[src/rtl/alu_pkg.sv]
// Shared opcode constants, FSM state encoding and default widths for the ALU issue stage.
// Pure declarations; no latency and no backpressure involved.
package alu_pkg;

  localparam int unsigned WIDTH_DEF = 16;
  localparam int unsigned OPW_DEF   = 4;

  localparam int unsigned ALU_NOP   = 0;
  localparam int unsigned ALU_ADD   = 1;
  localparam int unsigned ALU_ADD1  = 2;
  localparam int unsigned ALU_SUB   = 3;
  localparam int unsigned ALU_SUB1  = 4;
  localparam int unsigned ALU_MUL   = 5;
  localparam int unsigned ALU_ROOF  = 6;
  localparam int unsigned ALU_FLOOR = 7;
  localparam int unsigned ALU_MOD   = 8;

  typedef enum logic [1:0] {
    ST_IDLE  = 2'd0,
    ST_ISSUE = 2'd1,
    ST_WAIT  = 2'd2,
    ST_RESP  = 2'd3
  } state_t;

  // Divide-class ops cannot take a zero divisor.
  function automatic logic is_div_class(input int unsigned op);
    return (op == ALU_ROOF) || (op == ALU_FLOOR) || (op == ALU_MOD);
  endfunction

endpackage

[src/rtl/alu_issue_if.sv]
// Request, response and ALU-side signals of the issue stage, with requester (master) and stage (slave) views.
// Wiring only; handshakes are valid/ready on both the request and response sides.
interface alu_issue_if import alu_pkg::*; #(
  parameter int WIDTH = WIDTH_DEF,
  parameter int OPW   = OPW_DEF
);
  logic             req_valid;
  logic             req_ready;
  logic [OPW-1:0]   req_op;
  logic [WIDTH-1:0] req_a;
  logic [WIDTH-1:0] req_b;

  logic [WIDTH-1:0] alu_in_1;
  logic [WIDTH-1:0] alu_in_2;
  logic [OPW-1:0]   alu_op;
  logic [WIDTH-1:0] alu_out;
  logic             alu_z;
  logic             alu_y;

  logic             rsp_valid;
  logic             rsp_ready;
  logic [WIDTH-1:0] rsp_data;
  logic             rsp_z;
  logic             rsp_y;
  logic             rsp_err;

  modport master (
    output req_valid, req_op, req_a, req_b, rsp_ready, alu_out, alu_z, alu_y,
    input  req_ready, alu_in_1, alu_in_2, alu_op, rsp_valid, rsp_data, rsp_z, rsp_y, rsp_err
  );

  modport slave (
    input  req_valid, req_op, req_a, req_b, rsp_ready, alu_out, alu_z, alu_y,
    output req_ready, alu_in_1, alu_in_2, alu_op, rsp_valid, rsp_data, rsp_z, rsp_y, rsp_err
  );
endinterface

[src/rtl/alu_op_check.sv]
// Combinational legality check of an opcode/divisor pair before it may reach the ALU.
// Zero latency; no handshake.
module alu_op_check import alu_pkg::*; #(
  parameter int WIDTH = WIDTH_DEF,
  parameter int OPW   = OPW_DEF
) (
  input  logic [OPW-1:0]   op,
  input  logic [WIDTH-1:0] b,
  output logic             legal
);

  int unsigned op_u;

  always_comb begin
    op_u  = 32'(op);
    legal = (op_u != ALU_NOP) && (op_u <= ALU_MOD)
            && !(is_div_class(op_u) && (b == '0));
  end

endmodule

[src/rtl/alu_issue.sv]
// Sequences one request into the ALU for one cycle, captures its registered result, returns it.
// Legal: response 2 edges after accept; illegal: same edge. Holds the response until rsp_ready; one request in flight.
module alu_issue import alu_pkg::*; #(
  parameter int WIDTH = WIDTH_DEF,
  parameter int OPW   = OPW_DEF
) (
  input  logic      Clock,
  input  logic      Reset_n,
  alu_issue_if.slave bus
);

  state_t           state_q,    state_d;
  logic [WIDTH-1:0] alu_in_1_q, alu_in_1_d;
  logic [WIDTH-1:0] alu_in_2_q, alu_in_2_d;
  logic [OPW-1:0]   alu_op_q,   alu_op_d;
  logic [WIDTH-1:0] rsp_data_q, rsp_data_d;
  logic             rsp_z_q,    rsp_z_d;
  logic             rsp_y_q,    rsp_y_d;
  logic             rsp_err_q,  rsp_err_d;
  logic             op_legal;

  alu_op_check #(.WIDTH(WIDTH), .OPW(OPW)) u_op_check (
    .op    (bus.req_op),
    .b     (bus.req_b),
    .legal (op_legal)
  );

  always_comb begin
    state_d    = state_q;
    alu_in_1_d = alu_in_1_q;
    alu_in_2_d = alu_in_2_q;
    alu_op_d   = alu_op_q;
    rsp_data_d = rsp_data_q;
    rsp_z_d    = rsp_z_q;
    rsp_y_d    = rsp_y_q;
    rsp_err_d  = rsp_err_q;
    case (state_q)
      ST_IDLE: begin
        if (bus.req_valid) begin
          alu_in_1_d = bus.req_a;
          alu_in_2_d = bus.req_b;
          if (op_legal) begin
            alu_op_d = bus.req_op;
            state_d  = ST_ISSUE;
          end else begin
            // Rejected requests skip the ALU and answer immediately.
            rsp_data_d = '0;
            rsp_z_d    = 1'b0;
            rsp_y_d    = 1'b0;
            rsp_err_d  = 1'b1;
            state_d    = ST_RESP;
          end
        end
      end
      ST_ISSUE: begin
        alu_op_d = '0;
        state_d  = ST_WAIT;
      end
      ST_WAIT: begin
        // ALU outputs settled on the edge that left ISSUE.
        rsp_data_d = bus.alu_out;
        rsp_z_d    = bus.alu_z;
        rsp_y_d    = bus.alu_y;
        rsp_err_d  = 1'b0;
        state_d    = ST_RESP;
      end
      ST_RESP: begin
        if (bus.rsp_ready) begin
          state_d = ST_IDLE;
        end
      end
      default: state_d = ST_IDLE;
    endcase
  end

  always_ff @(posedge Clock or negedge Reset_n) begin
    if (!Reset_n) begin
      state_q    <= ST_IDLE;
      alu_in_1_q <= '0;
      alu_in_2_q <= '0;
      alu_op_q   <= '0;
      rsp_data_q <= '0;
      rsp_z_q    <= 1'b0;
      rsp_y_q    <= 1'b0;
      rsp_err_q  <= 1'b0;
    end else begin
      state_q    <= state_d;
      alu_in_1_q <= alu_in_1_d;
      alu_in_2_q <= alu_in_2_d;
      alu_op_q   <= alu_op_d;
      rsp_data_q <= rsp_data_d;
      rsp_z_q    <= rsp_z_d;
      rsp_y_q    <= rsp_y_d;
      rsp_err_q  <= rsp_err_d;
    end
  end

  assign bus.req_ready = (state_q == ST_IDLE);
  assign bus.rsp_valid = (state_q == ST_RESP);
  assign bus.alu_in_1  = alu_in_1_q;
  assign bus.alu_in_2  = alu_in_2_q;
  assign bus.alu_op    = alu_op_q;
  assign bus.rsp_data  = rsp_data_q;
  assign bus.rsp_z     = rsp_z_q;
  assign bus.rsp_y     = rsp_y_q;
  assign bus.rsp_err   = rsp_err_q;

endmodule

[src/flat_wrapper.sv]
// flat-port wrapper written by rule: the top's interface ports become plain ports
module alu_issue_flat import alu_pkg::*;
#(
  parameter int WIDTH = WIDTH_DEF,
  parameter int OPW   = OPW_DEF
)
  (Clock, Reset_n, bus_req_valid, bus_req_op, bus_req_a, bus_req_b, bus_rsp_ready, bus_alu_out, bus_alu_z, bus_alu_y, bus_req_ready, bus_alu_in_1, bus_alu_in_2, bus_alu_op, bus_rsp_valid, bus_rsp_data, bus_rsp_z, bus_rsp_y, bus_rsp_err);
  alu_issue_if #(.WIDTH(WIDTH), .OPW(OPW)) bus_i ();
  input  logic Clock;
  input  logic Reset_n;
  input wire logic [$bits(bus_i.req_valid)-1:0] bus_req_valid;
  input wire logic [$bits(bus_i.req_op)-1:0] bus_req_op;
  input wire logic [$bits(bus_i.req_a)-1:0] bus_req_a;
  input wire logic [$bits(bus_i.req_b)-1:0] bus_req_b;
  input wire logic [$bits(bus_i.rsp_ready)-1:0] bus_rsp_ready;
  input wire logic [$bits(bus_i.alu_out)-1:0] bus_alu_out;
  input wire logic [$bits(bus_i.alu_z)-1:0] bus_alu_z;
  input wire logic [$bits(bus_i.alu_y)-1:0] bus_alu_y;
  output wire logic [$bits(bus_i.req_ready)-1:0] bus_req_ready;
  output wire logic [$bits(bus_i.alu_in_1)-1:0] bus_alu_in_1;
  output wire logic [$bits(bus_i.alu_in_2)-1:0] bus_alu_in_2;
  output wire logic [$bits(bus_i.alu_op)-1:0] bus_alu_op;
  output wire logic [$bits(bus_i.rsp_valid)-1:0] bus_rsp_valid;
  output wire logic [$bits(bus_i.rsp_data)-1:0] bus_rsp_data;
  output wire logic [$bits(bus_i.rsp_z)-1:0] bus_rsp_z;
  output wire logic [$bits(bus_i.rsp_y)-1:0] bus_rsp_y;
  output wire logic [$bits(bus_i.rsp_err)-1:0] bus_rsp_err;
  assign bus_i.req_valid = bus_req_valid;
  assign bus_i.req_op = bus_req_op;
  assign bus_i.req_a = bus_req_a;
  assign bus_i.req_b = bus_req_b;
  assign bus_i.rsp_ready = bus_rsp_ready;
  assign bus_i.alu_out = bus_alu_out;
  assign bus_i.alu_z = bus_alu_z;
  assign bus_i.alu_y = bus_alu_y;
  assign bus_req_ready = bus_i.req_ready;
  assign bus_alu_in_1 = bus_i.alu_in_1;
  assign bus_alu_in_2 = bus_i.alu_in_2;
  assign bus_alu_op = bus_i.alu_op;
  assign bus_rsp_valid = bus_i.rsp_valid;
  assign bus_rsp_data = bus_i.rsp_data;
  assign bus_rsp_z = bus_i.rsp_z;
  assign bus_rsp_y = bus_i.rsp_y;
  assign bus_rsp_err = bus_i.rsp_err;
  alu_issue #(.WIDTH(WIDTH), .OPW(OPW)) u_core (.Clock(Clock), .Reset_n(Reset_n), .bus(bus_i));
endmodule
[config.mk]
export PLATFORM = sky130hd
export DESIGN_NAME = alu_issue_flat
export DESIGN_NICKNAME = d
export VERILOG_FILES = /design/src/rtl/alu_pkg.sv /design/src/rtl/alu_issue_if.sv /design/src/rtl/alu_op_check.sv /design/src/rtl/alu_issue.sv /design/src/flat_wrapper.sv
export SDC_FILE = /design/constraint.sdc
export NUM_CORES = 1
export LEC_CHECK = 0
export CAP_MARGIN = 20
export CORE_ASPECT_RATIO = 1.2
export CORE_MARGIN = 10
export CORE_UTILIZATION = 40
export CTS_CLUSTER_DIAMETER = 50
export DETAILED_ROUTE_END_ITERATION = 10
export GPL_TIMING_DRIVEN = 0
export PLACE_DENSITY = 0.79
export SYNTH_ARGS = -nofsm -noshare
export SYNTH_HDL_FRONTEND = slang
export SYNTH_SLANG_ARGS = --single-unit
[constraint.sdc]
create_clock -name Clock -period 3.1 [get_ports Clock]
set_input_delay 0.31 -clock Clock [delete_from_list [all_inputs] [get_ports Clock]]
set_output_delay 0.31 -clock Clock [all_outputs]
set_load 0.01 [all_outputs]
==> results of run 1 <==
layout make-up:
class	count	area, sq um	share of cell area
Buffer	10	66.3	0.0174
Clock buffer	12	135	0.0354
Clock inverter	4	20.0	0.00525
Inverter	4	15.0	0.00394
Multi-Input combinational cell	87	903	0.237
Sequential cell	57	1430	0.374
Tap cell	80	100	0.0263
Timing Repair Buffer	114	1150	0.301
worst paths after layout:
check / start / end / depth (start not counted)
min in group Clock: u_core.bus.rsp_data[6]$_DFFE_PN0P_ / u_core.bus.rsp_data[6]$_DFFE_PN0P_ / 1
worst max register to register: u_core.state_q[0]$_DFFE_PN0P_ / u_core.bus.alu_in_1[0]$_DFFE_PN0P_ / 5
max in group asynchronous: Reset_n / u_core.bus.rsp_data[0]$_DFFE_PN0P_ / 2
worst max-delay path: bus_req_b[1] / u_core.bus.rsp_data[11]$_DFFE_PN0P_ / 7
worst min register to register: u_core.bus.rsp_data[6]$_DFFE_PN0P_ / u_core.bus.rsp_data[6]$_DFFE_PN0P_ / 1
worst min-delay path: Reset_n / u_core.bus.alu_in_2[6]$_DFFE_PN0P_ / 1
worst register-to-register path: cells and delay by family (launching register included):
family | cells | cell delay [ps]
buf+inv | 2 | 550
flops | 1 | 400
fa+ha+maj | 1 | 260
mux | 1 | 400
simple gates | 1 | 220
state kept, by name, indices dropped and copies added, names as in the netlist:
signal               flops
u_core.bus.alu_in_1     16
u_core.bus.rsp_y         1
u_core.bus.rsp_data     16
u_core.bus.rsp_err       1
u_core.bus.alu_op        4
u_core.state_q           2
u_core.bus.alu_in_2     16
u_core.bus.rsp_z         1
power breakdown:
group | leakage (nW) | switching (mW) | internal (mW)
clock network | 0.0839 | 0.280 | 0.285
registers | 0.692 | 0.180 | 1.11
logic | 0.808 | 0.759 | 1.13
total | 1.58 | 1.22 | 2.53
kinds of logic (layout without fill, tap and decap cells):
group / after synthesis / in the layout
flip-flops: 57 / 57
multiplexers: 36 / 36
AO/OA/AOI/OAI: 33 / 33
buffers and inverters: 14 / 144
AND/OR/NAND/NOR: 13 / 13
adder cells (fa/ha/maj): 4 / 4
XOR/XNOR: 1 / 1
metal layers:
metal	GRT usage	up-vias
met1	0.152	888
met5	0	-
li1	-	848
met2	0.226	74
met3	0.0623	7
met4	0.0437	0
through the flow:
stage | utilization | cells | area, sq um | total power, mW | setup TNS (ps)
floorplan | - | 158 | 2410 | 2.22 | 0
global placement | 0.634 | 351 | 3640 | 3.19 | -5030
detailed placement | 0.637 | 352 | 3660 | 3.24 | 0
CTS | 0.664 | 368 | 3810 | 3.81 | 0
global route | 0.664 | 368 | 3810 | 4.01 | 0
finish | 0.664 | 368 | 3810 | 3.75 | 0
cells in the final DEF (no fill, tap or decap), types with 4 or more instances in the layout:
cell type	synthesis	routed
dfrtp_1	57	57
clkinv_2	0	4
ha_1	4	4
mux2i_1	4	4
a32o_1	18	18
clkbuf_1	3	6
nand3_1	4	4
clkbuf_8	0	9
clkdlybuf4s50_1	0	112
o21ai_1	4	4
inv_1	4	4
mux2_2	32	32
==> out/metrics.yaml, run 1 <==
worst_setup_path:
  cp_top_family: "compound AO/OA/AOI/OAI gates"
  crit_slowest_cell: "clkdlybuf4s50_1"
  critical_path_class: "in -> reg"
  rrSetupSlack_ps: 1160
  worstPathCellList: "clkdlybuf4s50_1 > nor4_2 > nand4_2 > o21ai_2 > a31oi_4 > buf_4 > a32o_1"
  worstPathArrival_ps: 2210
  end_kind: "flop"
  critPathMaxFanout: 10
  cpPeakStageDelay_ps: 440
  startpoint_type: "primary input"
  required_ps: 3310
  critPathBufInv: 2
sta:
  worst_slack_ps: 1100
  timing_hold_violations_final: 0
  fin_crit_sh: 0.645
  finalClockSkew_ps: 4.11
  fin_crit_ps: 2000
  rsz0062_at_grt: "false"
  drv_slew: 0
  slew-limit-headroom: 0.539
  setup_viol: 0
  fmax_mhz: 500
  worst_pin_slew_ps: 692
  timing.hold.ws_ps: 24.0
routing:
  drtAntennaViolNets: 0
  drt_iter0_drc: 52
  drt-vias-per-instance: 4.94
  wl_met1_microns: 2640
  dr.max_layer_used: "met4"
  dr_wl_met3_microns: 498
  routedWlPerCell_microns: 17.4
  route.met2.wl_microns: 3190
  drc_errors: 0
  routed-via-count: 1817
  routed_wl_microns: 6400
  dr.pass1.iters: 4
synthesis:
  syn_area_per_cell_sq_um: 15.3
  synthTopCellsByArea: "dfrtp_1 59%, mux2_2 15%, a32o_1 7.5%"
  synth_edf_count: 0
  synth_compound_area_frac: 0.132
  synth_xor_area_frac: 0.00675
  synth_top_family_by_area: "multiplexers"
  synth_nets: 220
  ys_async_sr_fraction: 1.00
  synth_most_common_cell: "dfrtp_1"
  netlist.area_leader.share: 0.592
  syn_area_sq_um: 2410
  synth-main-ff-cell: "dfrtp_1"
  synth_fa_ha_area_frac: 0.0208
  yosys.area_share.simple: 0.0488
  muxShareOfSynthArea: 0.166
  yosysSeqAreaShare: 0.592
  synthCells: 158
  ys_warn_count: 0
  yosys-top-cells-count: "57 x dfrtp_1, 32 x mux2_2, 18 x a32o_1"
  synth_seq_cells: 57
  ys_types: 32
  synth_area_leader_cell: "dfrtp_1"
placement:
  gp_congestion: 0.743
  dp_worst_setup_slack_ps: 746
  port_buffers: 113
  dp_hpwl_microns: 5060
final_layout:
  n_antenna_cell: 0
  nets: 345
  nFillCells: 444
  area_growth_pct: 58.1
  layout-drive-gt1-share: 0.215
hold_path:
  hold_class: "in -> async"
clock_network:
  clkTransAtPathRegs_ps: 60
  htreeDepth: 3
  clk_latency_ps: 320
  post_cts_buffers: 0
  root_buffer: "clkbuf_8"
  clk_path_buf_depth: 2
  cts_inserted_buffers: 9
  hold_buffers: 0
  cts_tree: "yes"
  cts_resized: 0
  cts_sinks: 57
global_route:
  grt_usage: 0.136
  first_global_vias: 1985
  grt_pass1_wl_microns: 10400
  antenna_found_initial: 0
  grt_max_degree: 30
  overflow: 0
power:
  ir_drop_uv: 535
  power.density_nw_per_um2: 984
  p_leak_nw: 1.58
floorplanning:
  start_util: 0.420
  die_w_microns: 90.9
  rows: 30
  ios: 115
  die_area_sq_um: 9550
  core_area_sq_um: 5740
  die_h_microns: 105
flow_run:
  drv_cap: 0
run_status:
  status: "complete, no violations"
(Power assumes the default switching activity.)
==> inputs of run 2 (changes only) <==
clock period = 1.95 ns   (was 3.1 ns; I/O delays follow)
==> run 2 against run 1 <==
- combinational power is 60% higher
- critical path depth is the same
- register-to-register slack got worse by 950 ps
- design area increased by 1.0%
- count of clock-buffer cells in the layout unchanged
- clock skew decreased by 1.7 ps
- global-route usage is essentially flat
- worst setup slack got worse by 990 ps
- clock power rose by 59%
- total power increased by 59%
- largest cell class unchanged
- highest routed layer unchanged
==> out/metrics.yaml, run 2 (synthesized netlist as in run 1, its figures left out) <==
clock_network:
  htreeDepth: 3
  clk_path_buf_depth: 2
  cts_sinks: 57
  cts_tree: "yes"
  clk_latency_ps: 320
  clkTransAtPathRegs_ps: 60
  cts_inserted_buffers: 9
  root_buffer: "clkbuf_8"
floorplanning:
  core_area_sq_um: 5740
  die_w_microns: 90.9
  rows: 30
  die_area_sq_um: 9550
  ios: 115
  die_h_microns: 105
  start_util: 0.420
final_layout:
  layout_common_cells: "112 x clkdlybuf4s50_1, 57 x dfrtp_1, 32 x mux2_2"
  seq_area_sq_um: 1430
  area_growth_pct: 59.8
  final_common_cell: "clkdlybuf4s50_1"
  multi_input_area_sq_um: 922
  layout-drive-gt1-share: 0.231
  n_antenna_cell: 0
  nets: 347
  fin_cells: 370
  final_core_util: 0.671
  nFillCells: 442
power:
  switchingPower_mw: 1.94
  combPwrFrac: 0.505
  p_leak_nw: 1.60
  ir_drop_uv: 848
  p_int_mw: 4.03
  power.density_nw_per_um2: 1550
  netSwitchingFraction: 0.325
  p_clk_frac: 0.151
  pwr-share-seq: 0.344
placement:
  dpl.cell_count: 352
  port_buffers: 113
  gp_congestion: 0.743
  dp_hpwl_microns: 5060
sta:
  finalClockSkew_ps: 2.42
  drv_slew: 0
  setup_viol: 0
  fin_crit_sh: 0.941
  timing_hold_violations_final: 0
  worst_pin_slew_ps: 702
  rsz0062_at_grt: "false"
  fmax_mhz: 545
  slew-limit-headroom: 0.532
  fin_crit_ps: 1840
run_status:
  status: "complete, no violations"
global_route:
  grt-busiest-layer: "met2"
  antenna_found_initial: 0
  overflow: 0
  grt_usage: 0.136
  grt_max_degree: 30
  grt_pass1_wl_microns: 10500
  use_met1: 0.152
  first_global_vias: 1991
  grtUsageMet2: 0.227
  grt_use_met3: 0.0630
routing:
  drtAntennaViolNets: 0
  drt_iter0_drc: 45
  routed_wl_microns: 6450
  dr.pass1.iters: 4
  routed-via-count: 1833
  drc_errors: 0
  routedWlPerCell_microns: 17.4
  drt-vias-per-instance: 4.95
worst_setup_path:
  critPathMaxFanout: 9
  required_ps: 2160
  end_kind: "flop"
  startpoint_type: "primary input"
  critical_path_class: "in -> reg"
  worstPathArrival_ps: 2040
hold_path:
  hold_class: "in -> reg"
flow_run:
  drv_cap: 0
==> run 2: layer usage <==
layer / vias to the layer above / share of wire
li1: 851 / -
met2: 74 / 0.50
met5: - / 0
met1: 903 / 0.41
met4: 0 / 0.0090
met3: 5 / 0.080
==> run 2: final timing paths <==
path	start	end	slack (ps)	cells past startpoint
max in group asynchronous	Reset_n	u_core.bus.rsp_data[0]$_DFFE_PN0P_	900	3
min in group asynchronous	Reset_n	u_core.bus.alu_in_2[6]$_DFFE_PN0P_	460	2
min	bus_req_valid	u_core.bus.rsp_err$_DFFE_PN0P_	420	3
max	bus_req_b[1]	u_core.bus.alu_op[3]$_DFFE_PN0P_	110	7
min reg2reg	u_core.bus.rsp_data[6]$_DFFE_PN0P_	u_core.bus.rsp_data[6]$_DFFE_PN0P_	490	1
max reg2reg	u_core.state_q[0]$_DFFE_PN0P_	u_core.bus.rsp_data[11]$_DFFE_PN0P_	210	6
==> run 2: area by class of cell <==
type | instances | share of cell area
Inverter | 4 | 0.00390
Timing Repair Buffer | 116 | 0.302
Clock inverter | 4 | 0.00520
Buffer | 10 | 0.0182
Clock buffer | 12 | 0.0351
Sequential cell | 57 | 0.370
Tap cell | 80 | 0.0260
Multi-Input combinational cell | 87 | 0.239
==> run 2: repair_timing <==
action / 4_1_cts / 5_1_grt
cloned: 0 / 0
hold buffers: 1 / 0
hold endpoints to repair: 28 / 0
pin swaps: 0 / 1
resized for setup: 2 / 4
setup endpoints to repair: 14 / 22
setup buffers: 0 / 1
==> run 2: power by group through the flow <==
stage	Sequential (mW)	Combinational, mW	Clock [mW]
floorplan	2.34	1.18	0
global placement	2.05	3.01	0
detailed placement	2.09	3.06	0
CTS	2.07	3.07	0.922
global route	2.14	3.27	0.977
finish	2.06	3.02	0.901
==> run 2: critical path: stages <==
cell and delay [ps]:
clkdlybuf4s50_1 440, nor4_2 340, nand4_2 200, buf_4 200, o2111ai_4 350, mux2i_1 240
o21ai_1 80
==> run 2: per-stage QoR <==
stage | TNS (ps) | total power [mW] | setup WS, ps | hold slack (ps) | instance area (sq um)
2_1_floorplan | 0 | 3.53 | 272 | -101 | 2410
3_3_place_gp | -67680 | 5.07 | -1130 | 472 | 3640
3_5_place_dp | -4240 | 5.15 | -289 | 279 | 3660
4_1_cts | 0 | 6.06 | 18.4 | 409 | 3820
5_1_grt | 0 | 6.39 | 27.9 | 458 | 3850
6_report | 0 | 5.98 | 115 | 419 | 3850
